**src/rtl/load_store_unit.sv**
```systemverilog
// rtl/load_store_unit.sv - byte/half/word load-store unit over a 32-bit word memory port
module load_store_unit #(
  parameter int DEPTH = 16,
  localparam int AW = $clog2(DEPTH) + 2
) (
  input  logic          clk_i,
  input  logic          rst_ni,
  // request channel
  input  logic          req_valid_i,
  output logic          req_ready_o,
  input  logic          req_we_i,
  input  logic [1:0]    req_size_i,
  input  logic          req_unsigned_i,
  input  logic [AW-1:0] req_addr_i,
  input  logic [31:0]   req_wdata_i,
  // response channel
  output logic          rsp_valid_o,
  output logic [31:0]   rsp_rdata_o,
  output logic          rsp_err_o,
  // word-memory read port
  output logic          mem_read_en_o,
  output logic [AW-3:0] mem_read_pos_o,
  input  logic [31:0]   mem_read_data_i,
  input  logic          mem_read_valid_i,
  // word-memory write port
  output logic          mem_write_en_o,
  output logic [AW-3:0] mem_write_pos_o,
  output logic [31:0]   mem_write_data_o
);

  localparam logic [1:0] SIZE_BYTE = 2'b00;
  localparam logic [1:0] SIZE_HALF = 2'b01;
  localparam logic [1:0] SIZE_WORD = 2'b10;

  typedef enum logic [1:0] {
    IDLE    = 2'd0,
    RD_WAIT = 2'd1,
    WRITE   = 2'd2,
    RESP    = 2'd3
  } state_t;

  state_t          state;
  logic            we_q;
  logic [1:0]      size_q;
  logic            uns_q;
  logic [AW-1:0]   addr_q;
  logic [31:0]     wdata_q;

  logic            req_err;
  logic [31:0]     load_val;
  logic [31:0]     merge_val;
  logic [7:0]      byte_sel;
  logic [15:0]     half_sel;

  // Only one request can be in flight, so the unit is ready exactly when idle.
  assign req_ready_o = (state == IDLE);

  // Classify the incoming request: illegal size or an address not aligned to its size.
  always_comb begin
    req_err = 1'b0;
    case (req_size_i)
      SIZE_BYTE: req_err = 1'b0;
      SIZE_HALF: req_err = req_addr_i[0];
      SIZE_WORD: req_err = (req_addr_i[1:0] != 2'b00);
      default:   req_err = 1'b1;
    endcase
  end

  // Pick the addressed lane out of the returned word and extend it for loads.
  always_comb begin
    byte_sel = 8'h00;
    half_sel = 16'h0000;
    load_val = mem_read_data_i;
    case (addr_q[1:0])
      2'd0:    byte_sel = mem_read_data_i[7:0];
      2'd1:    byte_sel = mem_read_data_i[15:8];
      2'd2:    byte_sel = mem_read_data_i[23:16];
      default: byte_sel = mem_read_data_i[31:24];
    endcase
    half_sel = addr_q[1] ? mem_read_data_i[31:16] : mem_read_data_i[15:0];
    case (size_q)
      SIZE_BYTE: load_val = {{24{~uns_q & byte_sel[7]}}, byte_sel};
      SIZE_HALF: load_val = {{16{~uns_q & half_sel[15]}}, half_sel};
      default:   load_val = mem_read_data_i;
    endcase
  end

  // Read-modify-write merge: overwrite only the addressed lane of the fetched word.
  always_comb begin
    merge_val = mem_read_data_i;
    if (size_q == SIZE_BYTE) begin
      case (addr_q[1:0])
        2'd0:    merge_val[7:0]   = wdata_q[7:0];
        2'd1:    merge_val[15:8]  = wdata_q[7:0];
        2'd2:    merge_val[23:16] = wdata_q[7:0];
        default: merge_val[31:24] = wdata_q[7:0];
      endcase
    end else begin
      if (addr_q[1]) begin
        merge_val[31:16] = wdata_q[15:0];
      end else begin
        merge_val[15:0] = wdata_q[15:0];
      end
    end
  end

  // Main controller: latches the request on accept and sequences read, write and response.
  always_ff @(posedge clk_i or negedge rst_ni) begin
    if (!rst_ni) begin
      state            <= IDLE;
      we_q             <= 1'b0;
      size_q           <= 2'b00;
      uns_q            <= 1'b0;
      addr_q           <= '0;
      wdata_q          <= 32'h0;
      rsp_valid_o      <= 1'b0;
      rsp_err_o        <= 1'b0;
      rsp_rdata_o      <= 32'h0;
      mem_read_en_o    <= 1'b0;
      mem_read_pos_o   <= '0;
      mem_write_en_o   <= 1'b0;
      mem_write_pos_o  <= '0;
      mem_write_data_o <= 32'h0;
    end else begin
      // strobes are single-cycle unless a state below raises them again
      mem_read_en_o  <= 1'b0;
      mem_write_en_o <= 1'b0;
      rsp_valid_o    <= 1'b0;
      case (state)
        IDLE: begin
          if (req_valid_i) begin
            we_q    <= req_we_i;
            size_q  <= req_size_i;
            uns_q   <= req_unsigned_i;
            addr_q  <= req_addr_i;
            wdata_q <= req_wdata_i;
            if (req_err) begin
              state       <= RESP;
              rsp_valid_o <= 1'b1;
              rsp_err_o   <= 1'b1;
              rsp_rdata_o <= 32'h0;
            end else if (req_we_i && (req_size_i == SIZE_WORD)) begin
              // full-word stores need no read: write straight away
              state            <= WRITE;
              mem_write_en_o   <= 1'b1;
              mem_write_pos_o  <= req_addr_i[AW-1:2];
              mem_write_data_o <= req_wdata_i;
            end else begin
              state          <= RD_WAIT;
              mem_read_en_o  <= 1'b1;
              mem_read_pos_o <= req_addr_i[AW-1:2];
            end
          end
        end
        RD_WAIT: begin
          if (mem_read_valid_i) begin
            if (we_q) begin
              state            <= WRITE;
              mem_write_en_o   <= 1'b1;
              mem_write_pos_o  <= addr_q[AW-1:2];
              mem_write_data_o <= merge_val;
            end else begin
              state       <= RESP;
              rsp_valid_o <= 1'b1;
              rsp_err_o   <= 1'b0;
              rsp_rdata_o <= load_val;
            end
          end
        end
        WRITE: begin
          state       <= RESP;
          rsp_valid_o <= 1'b1;
          rsp_err_o   <= 1'b0;
          rsp_rdata_o <= 32'h0;
        end
        default: begin
          // RESP: the response strobe was this cycle; clear payload and go idle
          state       <= IDLE;
          rsp_err_o   <= 1'b0;
          rsp_rdata_o <= 32'h0;
        end
      endcase
    end
  end

endmodule

```
**config.mk**
```make
export PLATFORM = sky130hd
export DESIGN_NAME = load_store_unit
export DESIGN_NICKNAME = d
export VERILOG_FILES = /design/src/rtl/load_store_unit.sv
export SDC_FILE = /design/constraint.sdc
export NUM_CORES = 1
export LEC_CHECK = 0
export ABC_AREA = 0
export CELL_PAD_IN_SITES_DETAIL_PLACEMENT = 0
export CELL_PAD_IN_SITES_GLOBAL_PLACEMENT = 1
export CORE_MARGIN = 8
export CORE_UTILIZATION = 34
export CTS_CLUSTER_DIAMETER = 40
export DETAILED_ROUTE_END_ITERATION = 16
export PLACE_DENSITY_LB_ADDON = 0.1
export SYNTH_ARGS = -nofsm -noshare
export SYNTH_HDL_FRONTEND = slang
export SYNTH_SLANG_ARGS = --single-unit
export TNS_END_PERCENT = 100
```
**constraint.sdc**
```tcl
create_clock -name clk_i -period 2.45 [get_ports clk_i]
set_input_delay 0.49 -clock clk_i [delete_from_list [all_inputs] [get_ports clk_i]]
set_output_delay 0.49 -clock clk_i [all_outputs]
set_load 0.1 [all_outputs]
```
---- Word level (Yosys, flattened, before mapping) ----
Cells that the tools add are included.
word-level totals
  register bits after elaboration ......... 104
  logic and storage cells ................. 100
cells by class
  equal/unequal tests ..................... 14
  multiplexer cells ....................... 54
  bitwise operators ....................... 5
  reduce and logical (&&, ||, !) cells .... 13
operators with widths
  kind                number
  $mux 32             10
  $pmux 32 s2         3
  $mux 16             3
  $mux 8              4
  $pmux 8 s3          1
  $mux 4              5
  $mux 1              18
  $ne 2x2->1 const B  5
  $eq 2x1->1 const B  4
  $logic_not 2->1     4
  $mux 2              4
  $pmux 4 s2          1
  $reduce_and 4->1    2
  $eq 2x2->1 const B  3
  $pmux 1 s3          2
  $pmux 2 s3          1
  $reduce_and 6->1    1
  $ne 2x1->1 const B  2
  $pmux 1 s2          2
  $reduce_and 2->1    2
  $reduce_bool 2->1   2
  $not 1->1           3
  $reduce_or 3->1     1
  $and 1x1->1         2
  $logic_and 1x1->1   1

---- Logic depth before layout (Yosys ltp) ----
Gate-level depths: netlist of run 1.
  depth after elaboration ................. 7
  gate-level depth with buffers ........... 9

---- Least setup slack after synthesis of run 1 ----
Ideal clock, no wire load.
  path type ............................... reg2reg
  from .................................... register state[0]
  to ...................................... register mem_write_data_o[22]
  library setup time ...................... 0.126 ns
  data arrival time ....................... 2.632 ns
  path slack .............................. -0.308 ns
  cell stages (with the launch flop) ...... 9
  cells stage by stage .................... dfrtp_1 -> inv_1 -> ha_1 -> buf_4 -> nor2b_4 -> a21oi_1 -> o2111ai_2 -> buf_2 -> mux2_2
between the ends
  cells in the longest elaborated chain, start to end .. 3
  elaborated cells on any way between the ends .. 10
  classes of those cells .................. eq/ne (6); mux (1); reduce/logical (3)
RTL lines
  element                                             line  source
  start, declared                                     42    state_t state;
  start signal, assigned                              110   state <= IDLE;
  start signal, assigned                              138   state <= RESP;
  start signal, assigned                              144   state <= WRITE;
  $logic_not 2->1 *                                   --
  via req_ready_o                                     10    output logic req_ready_o,
  $ne 2x1->1 (no line), or another cell as far along  --
  $reduce_and 6->1 (no line)                          --
  end signal, assigned                                147   mem_write_data_o <= req_wdata_i;
  end signal, assigned                                161   mem_write_data_o <= merge_val;
  end, declared                                       28    output logic [31:0] mem_write_data_o
The timed path passes the listed nets; every way through them passes the cells marked *.
A chain may end at the register's enable or synchronous reset.

---- Worst setup path in the final report of run 1 ----
  from .................................... register state[1]
  to ...................................... register rsp_rdata_o[20]
between the ends
  cells in the longest elaborated chain, start to end .. 3
  elaborated cells on any way between the ends .. 8
  classes of those cells .................. eq/ne (5); mux (1); reduce/logical (2)
RTL lines
  element                                                    line  source
  $eq 2x1->1 / $logic_not 2->1 (equally long branches)       129   case (state)
  $ne 2x2->1 (no line) / $ne 2x1->1 (equally long branches)  --
  $reduce_and 4->1 (no line)                                 --
  end signal, assigned                                       166   rsp_rdata_o <= load_val;
  end, declared                                              18    output logic [31:0] rsp_rdata_o,
Several ways; a longest one is shown, not always the timed one.

==> results of run 1 <==
[layout by cell type (no fill, tap or decap), types with 3 or more instances in the layout]
master and n:
a32o_1 8, a22o_1 8, inv_1 21, mux2i_1 9
or4b_1 9, nor2_1 19, buf_12 6, and3_1 16
dfrtp_1 104, nand2b_1 3, mux2_1 18, mux2_2 61
a221o_1 32, nor2b_1 8, clkdlybuf4s50_1 76, ha_1 3
nand3b_1 3, a222oi_1 7, buf_4 102, a221oi_1 16
clkbuf_16 9, nand2_1 26, o21ai_0 17
[synthesized netlist by cell type, types with 3 or more instances]
| master | n | area share [%] |
|---|---|---|
| nor2_1 | 19 | 1.3 |
| dfrtp_1 | 104 | 47 |
| mux2i_1 | 9 | 1.6 |
| buf_2 | 12 | 1.1 |
| nand3b_1 | 3 | 0.41 |
| a222oi_1 | 7 | 1.3 |
| a32o_1 | 8 | 1.5 |
| a221o_1 | 32 | 5.8 |
| clkbuf_1 | 11 | 0.75 |
| o21ai_0 | 17 | 1.5 |
| or4b_1 | 9 | 1.6 |
| nand2b_1 | 4 | 0.45 |
| and3_1 | 16 | 1.8 |
| a221oi_1 | 16 | 2.5 |
| inv_1 | 21 | 1.4 |
| buf_1 | 3 | 0.20 |
| mux2_1 | 18 | 3.7 |
| a22o_1 | 8 | 1.3 |
| nand2_1 | 26 | 1.8 |
| nor2b_1 | 8 | 0.91 |
| ha_1 | 4 | 0.91 |
| mux2_2 | 61 | 12 |
| buf_6 | 6 | 1.2 |
[critical path, cell delays in order, from the launching register on]
cell	delay, ns
dfrtp_1	0.41
inv_1	0.10
ha_1	0.30
nand3b_1	0.21
or3_1	0.42
a211oi_4	0.55
a221o_1	0.21
[flip-flops by register name, indices dropped and copies added (netlist names), 2 cells and up]
name	count
mem_read_pos_o	4
addr_q	6
size_q	2
state	2
mem_write_pos_o	4
mem_write_data_o	32
wdata_q	16
rsp_rdata_o	32
[area by class of cell]
| type | instances | area (um^2) | share of cell area (%) |
|---|---|---|---|
| multi-input combinational | 301 | 2639 | 34.89 |
| tap | 216 | 270.3 | 3.573 |
| inverter | 22 | 82.58 | 1.092 |
| sequential | 104 | 2603 | 34.41 |
| clock inverter | 5 | 80.08 | 1.059 |
| timing repair buffer | 184 | 1647 | 21.77 |
| clock buffer | 11 | 242.7 | 3.209 |
[worst paths after layout]
kind                                         to  depth (start not counted)
min                        mem_write_data_o[21]                          1
max in group asynchronous        rsp_rdata_o[7]                          2
min reg2reg                      rsp_rdata_o[9]                          1
max                             rsp_rdata_o[20]                          6
max reg2reg                     rsp_rdata_o[20]                          6
min in group clk_i               rsp_rdata_o[9]                          1
[repair_timing]
action | CTS | global route
pin swaps | 0 | 1
resized for setup | 2 | 2
setup endpoints to repair | 6 | 22
[cell families (layout without fill, tap and decap cells)]
kind of cell	count (synthesis)	after routing	synth area share, %
AOI/OAI and AO/OA	108	108	17.51
DFF	104	104	47.31
and+or+nand+nor	100	100	10.92
muxes	89	89	18.22
buffers and inverters	57	222	5.140
adders and majority gates	4	4	0.9097
[layer usage]
layer	part of all wire (%)	routed length (um)	up-vias
met5	0	0	-
met4	1.5	278	0
met3	7.7	1425	18
met2	46	8532	170
met1	45	8252	2228
li1	-	-	2084
[stage by stage]
stage | instance area [um^2] | TNS [ns] | utilization, % | std cells
after floorplan | 5504 | 0 | - | 462
after global placement | 7232 | 0 | 45.69 | 827
after detailed placement | 7232 | -0.6317 | 45.69 | 827
after CTS | 7561 | 0 | 47.77 | 843
after global routing | 7564 | 0 | 47.79 | 843
final | 7564 | 0 | 47.79 | 843
==> flow_summary.ini, run 1 <==
[synthesis]
yosysWarnings = 0
synth-seq-cells = 104
yosysUniqueCellTypes = 53
synth_ff_type = dfrtp_1
synth-edff-count = 0
synth_area_mm2 = 0.005502
avgSynthCellArea_um2 = 11.91
synth_fp_nets = 544
synth-seq-area-share_pct = 47.30
async_flop_share_pct = 100.0
synthCells = 462

[clock_network]
cts_hold_buffers = 0
clk_latency_ns = 0.35
cts_tree = done
htree_levels = 3
numCtsBuffers = 9
cts.clk_slew.worst_paths_ns = 0.07
cts-root-buf = clkbuf_16
clk_path_buf_depth = 2
cts_sinks = 104
post-cts-setup-buffers = 0

[global_route]
busiest_layer = met2
antenna_found_initial = 0
use_met1_pct = 23.93
grt_pass1_wl_um = 28080
grt_pass1_vias = 4768
grtUsageMet3_pct = 5.008
grt_max_degree = 54
grt_use_met2_pct = 27.93
grtUsageTotal_pct = 18.04
grt_remaining_overflow = 0

[timing]
rsz0062_at_grt = false
finalHoldViolCount = 0
setup_viol = 0
worstMarginPinSlew_ns = 0.6914
fmax_ghz = 0.4392
skew_ns = 0.007160
fin_crit_sh_pct = 92.93
min_period_ns = 2.277
slew_headroom_pct = 53.91
report.final.slew_viol_count = 0
hold_ws_ns = 0.09065
fin_ws_ns = 0.1733

[worst_setup_path]
rrSetupSlack_ns = 0.17
cp_max_fo = 16
end_kind = flip-flop
crit-reg2reg-launch = state[1]
critPathLaunch = state[1]
crit_type = reg2reg
cp.required_ns = 2.73
arrival_ns = 2.56
startpoint_type = flip-flop

[route]
totalWireLength_um = 18490
vias = 4500
ant_nets = 0
wl_per_cell_um = 21.93
via_per_inst = 5.338
drtIter0Drc = 425
dr.pass1.iters = 6
drc = 0

[placed_design]
gp_congestion = 0.8632
port-buffer-count = 154
pre_cts_slack_ns = -0.05735
dpl.hpwl_um = 14170

[cells_and_area]
drive_gt1_share_pct = 32.54
synthToLayoutAreaGrowth_pct = 37.48
nFillCells = 1482
diodes = 0
fin_nets = 704

[job]
drv_cap = 0

[floorplanning]
ios = 155
dieArea_mm2 = 0.02051
die_y_um = 143.2
std_cell_rows = 46
core-area_mm2 = 0.01583
die_w_um = 143.2
initial_core_util_pct = 34.76

[min_path]
hold_path.class = in2async

[outcome]
outcome = finished, final reports clean
Power of run 1 is left out: the tool's default activity adds up to more than one toggle a clock period on the data nets, which glitch-free logic cannot reach.
==> run 2: changes to the inputs <==
Settings changed: SKIP_LAST_GASP set to 1.
==> results of run 2 <==
The final DEF is identical to that of run 1; final timing and power are the same.
Power of run 2 is left out for the same reason.
